`config.mk`:
```
export PLATFORM = sky130hd
export DESIGN_NAME = mac_controller
export DESIGN_NICKNAME = d
export VERILOG_FILES = /design/src/rtl/mac_pkg.sv /design/src/rtl/mac_timeout_cnt.sv /design/src/rtl/mac_controller.sv
export SDC_FILE = /design/constraint.sdc
export NUM_CORES = 1
export LEC_CHECK = 0
export CORE_ASPECT_RATIO = 1.1
export CORE_UTILIZATION = 35
export DETAILED_ROUTE_END_ITERATION = 12
export PLACE_DENSITY_LB_ADDON = 0.3
export SETUP_SLACK_MARGIN = 0.02
export SLEW_MARGIN = 20
export SYNTH_ARGS = -nofsm -noshare
export SYNTH_HDL_FRONTEND = slang
export SYNTH_SLANG_ARGS = --single-unit
```
`constraint.sdc`:
```
create_clock -name clk -period 1.99 [get_ports clk]
set_input_delay 0.199 -clock clk [delete_from_list [all_inputs] [get_ports clk]]
set_output_delay 0.199 -clock clk [all_outputs]
set_load 0.005 [all_outputs]
```
`src/rtl/mac_pkg.sv`:
```
// Types and widths shared by the MAC controller and its datapath.
package mac_pkg;

  localparam int unsigned OP_W  = 4;
  localparam int unsigned ACC_W = 12;

  typedef enum logic [3:0] {
    IDLE      = 4'd0,
    FETCH     = 4'd1,
    LDAB      = 4'd2,
    MUL       = 4'd3,
    ACC       = 4'd4,
    CNT       = 4'd5,
    CHK       = 4'd6,
    OUT       = 4'd7,
    WAIT_DONE = 4'd8,
    FIN       = 4'd9
  } state_t;

endpackage

```
`src/rtl/mac_timeout_cnt.sv`:
```
// Loadable up-counter; last flags the final cycle before LIMIT is reached.
module mac_timeout_cnt #(
  parameter int unsigned LIMIT = 15
) (
  input  logic clk,
  input  logic rst,
  input  logic clear,
  input  logic inc,
  output logic last
);

  localparam int unsigned W = $clog2(LIMIT + 1);

  logic [W-1:0] cnt;

  always_ff @(posedge clk) begin
    if (rst || clear) cnt <= '0;
    else if (inc)     cnt <= cnt + 1'b1;
  end

  assign last = (cnt == W'(LIMIT - 1));

endmodule

```
`src/rtl/mac_controller.sv`:
```
// Sequencing FSM for the MAC datapath: operand fetch, per-term strobes, completion wait.
module mac_controller
  import mac_pkg::*;
#(
  parameter int unsigned N_TERMS      = 10,
  parameter int unsigned CNT_W        = 4,
  parameter int unsigned DONE_TIMEOUT = 15
) (
  input  logic            clk,
  input  logic            rst,
  input  logic            start,
  input  logic            in_valid,
  input  logic [OP_W-1:0] in_a,
  input  logic [OP_W-1:0] in_b,
  output logic            in_ready,
  input  logic            cmp,
  input  logic            dp_done,
  output logic [OP_W-1:0] A,
  output logic [OP_W-1:0] B,
  output logic            load_a,
  output logic            load_b,
  output logic            load_m,
  output logic            load_acc,
  output logic            load_out,
  output logic            count_enable,
  output logic            busy,
  output logic            finished,
  output logic            err_timeout,
  output logic            mismatch
);

  state_t           state, nxt;
  logic [CNT_W-1:0] iter;
  logic             last_term;
  logic             to_last;
  logic             to_clear;
  logic             to_inc;

  assign last_term = (iter == CNT_W'(N_TERMS - 1));
  assign to_clear  = (state == OUT);
  assign to_inc    = (state == WAIT_DONE) && !dp_done;

  mac_timeout_cnt #(
    .LIMIT (DONE_TIMEOUT)
  ) u_timeout (
    .clk   (clk),
    .rst   (rst),
    .clear (to_clear),
    .inc   (to_inc),
    .last  (to_last)
  );

  always_comb begin
    nxt = state;
    unique case (state)
      IDLE:      if (start) nxt = FETCH;
      FETCH:     if (in_valid) nxt = LDAB;
      LDAB:      nxt = MUL;
      MUL:       nxt = ACC;
      ACC:       nxt = CNT;
      CNT:       nxt = CHK;
      CHK:       nxt = last_term ? OUT : FETCH;
      OUT:       nxt = WAIT_DONE;
      WAIT_DONE: begin
        if (dp_done)      nxt = FIN;
        else if (to_last) nxt = IDLE;
      end
      FIN:       nxt = IDLE;
      default:   nxt = IDLE;
    endcase
  end

  // Outputs are registered from the next state so they line up with the state register.
  always_ff @(posedge clk) begin
    if (rst) begin
      state        <= IDLE;
      iter         <= '0;
      A            <= '0;
      B            <= '0;
      in_ready     <= 1'b0;
      load_a       <= 1'b0;
      load_b       <= 1'b0;
      load_m       <= 1'b0;
      load_acc     <= 1'b0;
      load_out     <= 1'b0;
      count_enable <= 1'b0;
      busy         <= 1'b0;
      finished     <= 1'b0;
      err_timeout  <= 1'b0;
      mismatch     <= 1'b0;
    end else begin
      state        <= nxt;
      in_ready     <= (nxt == FETCH);
      load_a       <= (nxt == LDAB);
      load_b       <= (nxt == LDAB);
      load_m       <= (nxt == MUL);
      load_acc     <= (nxt == ACC);
      count_enable <= (nxt == CNT);
      load_out     <= (nxt == OUT);
      busy         <= (nxt != IDLE);
      finished     <= (nxt == FIN);

      if (state == IDLE && start) begin
        iter        <= '0;
        err_timeout <= 1'b0;
        mismatch    <= 1'b0;
      end
      if (state == FETCH && in_valid) begin
        A <= in_a;
        B <= in_b;
      end
      if (state == CHK && !last_term) begin
        iter <= iter + 1'b1;
        if (cmp) mismatch <= 1'b1;
      end
      if (state == WAIT_DONE && !dp_done && to_last) err_timeout <= 1'b1;
    end
  end

endmodule

```
==> metrics.yaml <==
status:
  outcome: "finished, final reports clean"
cells_and_area:
  regArea_sq_um: 601
  final_nets: 194
  n_fill_cell: 350
  n_antenna_cell: 0
  multi_input_area_sq_um: 662
  syn_to_final_growth_pct: 33.9
  drive_above_1_share_pct: 13.6
synth:
  synth_xor_area_share_pct: 3.33
  synth_top_family_by_area: "simple AND/OR/NAND/NOR gates"
  ys_seq_area_share_pct: 45.7
  ys_top_cells_by_count: "30 x dfxtp_1, 25 x nor2_1, 8 x mux2i_1"
  synth_most_common_cell: "dfxtp_1"
  synthFlopType: "dfxtp_1"
  synth_edf_count: 0
  synthMuxAreaShare_pct: 6.95
  syn_area_sq_mm: 0.00131
  synthArstFlopShare_pct: 0
  synth_fa_ha_area_share_pct: 3.81
  synth_nets: 160
  synth_cells: 142
  synth_top_area_cell: "dfxtp_1"
  synth_compound_area_share_pct: 8.67
  synth_top_area_share_pct: 45.7
  synth_area_leaders: "dfxtp_1 46%, nor2_1 7.1%, mux2i_1 6.1%"
  yosysUniqueCellTypes: 42
  yosys_warnings: 0
  synth-simple-area-share_pct: 26.9
  ys_seq_elements: 30
  synth_area_per_cell_sq_um: 9.25
power_and_ir_drop:
  p_total_mw: 1.18
  p_switching_uw: 301
  p_leak_nw: 0.683
  netSwitchingFraction_pct: 25.6
  pwr-share-seq_pct: 53.7
  vdd_drop_max_mv: 0.417
  powerDensity_mw_per_mm2: 669
  pwr-share-comb_pct: 13.0
  p_int_uw: 875
  p_clk_share_pct: 33.3
min_path:
  hold_path_class: "primary input to register"
worst_setup_path:
  path_class: "register to register"
  crit_required_ns: 2.22
  r2r_slack_ns: 0.13
  end_kind: "register"
  crit_fanout: 5
  worstSetupStartpointType: "register"
  crit_arrival_ns: 2.10
place:
  dpl.hpwl_mm: 2.04
  place_congestion: 0.814
  port_buffers: 32
clock_network:
  holdBufCountCts: 0
  cts_root_buf: "clkbuf_4"
  ctsResizeCount: 0
  clk_pin_slew_worst_paths_ns: 0.10
  tritoncts: "done"
  clock_latency_ns: 0.34
  cts_setup_buffers: 0
  clock_path_buffers: 2
  htreeDepth: 2
  clkSinkCount: 30
  numCtsBuffers: 5
route:
  drtIter0Drc: 24
  drcViolationCount: 0
  firstDrtPassIters: 4
  drt_wl_total_mm: 2.76
  vias: 1106
  wl_per_cell_um: 12.3
  routed_via_density: 4.92
  postRouteAntennaNets: 0
sta:
  period_needed_ns: 1.86
  tightest_slew_ns: 0.475
  fin_crit_sh_pct: 93.7
  finalSetupTns_ns: 0
  finalMaxSlewViolations: 0
  rsz0062_at_grt: "no"
  hold_slack_ns: 0.455
  setup_viol: 0
  max_freq_ghz: 0.536
  finalHoldViolCount: 0
  slew_headroom_pct: 68.2
  fin_skew_ns: 0.00762
global_routing:
  grt_max_degree: 14
  grt_pass1_vias: 1032
  antenna_found_initial: 0
  grt-ovfl-total: 0
  grt_pass1_wl_mm: 4.46
  track_usage_pct: 15.5
floorplanning:
  die_w_um: 60.4
  design.core.area_sq_mm: 0.00347
  start_util_pct: 37.9
  dieArea_sq_mm: 0.00400
  die_y_um: 66.3
  num_io_pins: 33
  placement_rows: 22
run:
  drv_cap: 0
[power groups by stage]
stage	registers [mW]	clock network, mW	logic (mW)
2_1_floorplan	0.642	0	0.0792
3_3_place_gp	0.645	0	0.147
3_5_place_dp	0.646	0	0.149
4_1_cts	0.632	0.404	0.150
5_1_grt	0.635	0.436	0.165
6_report	0.632	0.391	0.153
[critical path, stage by stage, from the launching register on]
cell	delay, ns
dfxtp_1	0.40
inv_1	0.07
ha_1	0.20
and3b_2	0.25
or4_2	0.66
nand3_1	0.13
a21oi_1	0.07
[layout make-up]
type                    count  area share, %
multi-input cells          98           37.6
flip-flops and latches     30           34.1
clock inverters             2          0.711
inverters                   4          0.853
well taps                  48           3.41
clock buffers               6           2.92
repair buffers             37           20.3
[cell families (layout without fill, tap and decap cells)]
family,Yosys count,in the layout
buffers and inverters,14,49
AOI/OAI and AO/OA,18,18
and+or+nand+nor,62,62
adders and majority gates,4,4
xor gates and xnor gates,5,5
DFF,30,30
muxes,9,9
[routing by layer]
layer  wire length, um  global-route usage, %  part of all wire, %
met1              1220                   17.2                   44
met2              1320                   23.8                   48
met3               145                   6.07                  5.3
met4                78                   10.5                  2.8
met5                 0                      0                    0
[path summary, 6_finish.rpt]
path / start / endpoint / depth (start not counted)
worst min-delay path: in_a[2] / A[2]$_SDFFE_PP0P_ / 3
worst min register to register: err_timeout$_SDFFE_PP0P_ / err_timeout$_SDFFE_PP0P_ / 2
worst max-delay path: iter[1]$_SDFFE_PP0P_ / iter[1]$_SDFFE_PP0P_ / 6
worst max register to register: iter[1]$_SDFFE_PP0P_ / iter[1]$_SDFFE_PP0P_ / 6
[flip-flops by register name (all words and copies together) (netlist names)]
signal and count:
A 4, B 4, iter 4, state 4, u_timeout.cnt 4, busy 1, count_enable 1, err_timeout 1
finished 1, in_ready 1, load_acc 1, load_b 1, load_m 1, load_out 1, mismatch 1
[metrics by stage]
stage | setup slack [ns] | cells | utilization [%] | area [sq um]
after floorplan | 0.287 | 142 | - | 1310
after detailed placement | 0.158 | 217 | 48.6 | 1690
after CTS | 0.132 | 225 | 50.4 | 1750
after global placement | 0.210 | 217 | 48.6 | 1690
after global routing | 0.0302 | 225 | 50.7 | 1760
final | 0.126 | 225 | 50.7 | 1760
[cells in the final DEF, fill, tap and decap left out, drive strengths merged, types with 2 or more instances in the layout]
cell type and count:
clkdlybuf4s50 32, buf 5, dfxtp 30, and2 2, xnor2 4, nor3 3, nand3 7, clkbuf 6
or4 2, nand2 3, ha 4, a21oi 6, nor4 4, mux2i 8, nand4b 2, o21ai 3
nand2b 3, nor2 25, nand3b 2, inv 4
Power figures use the tool's default switching activity.
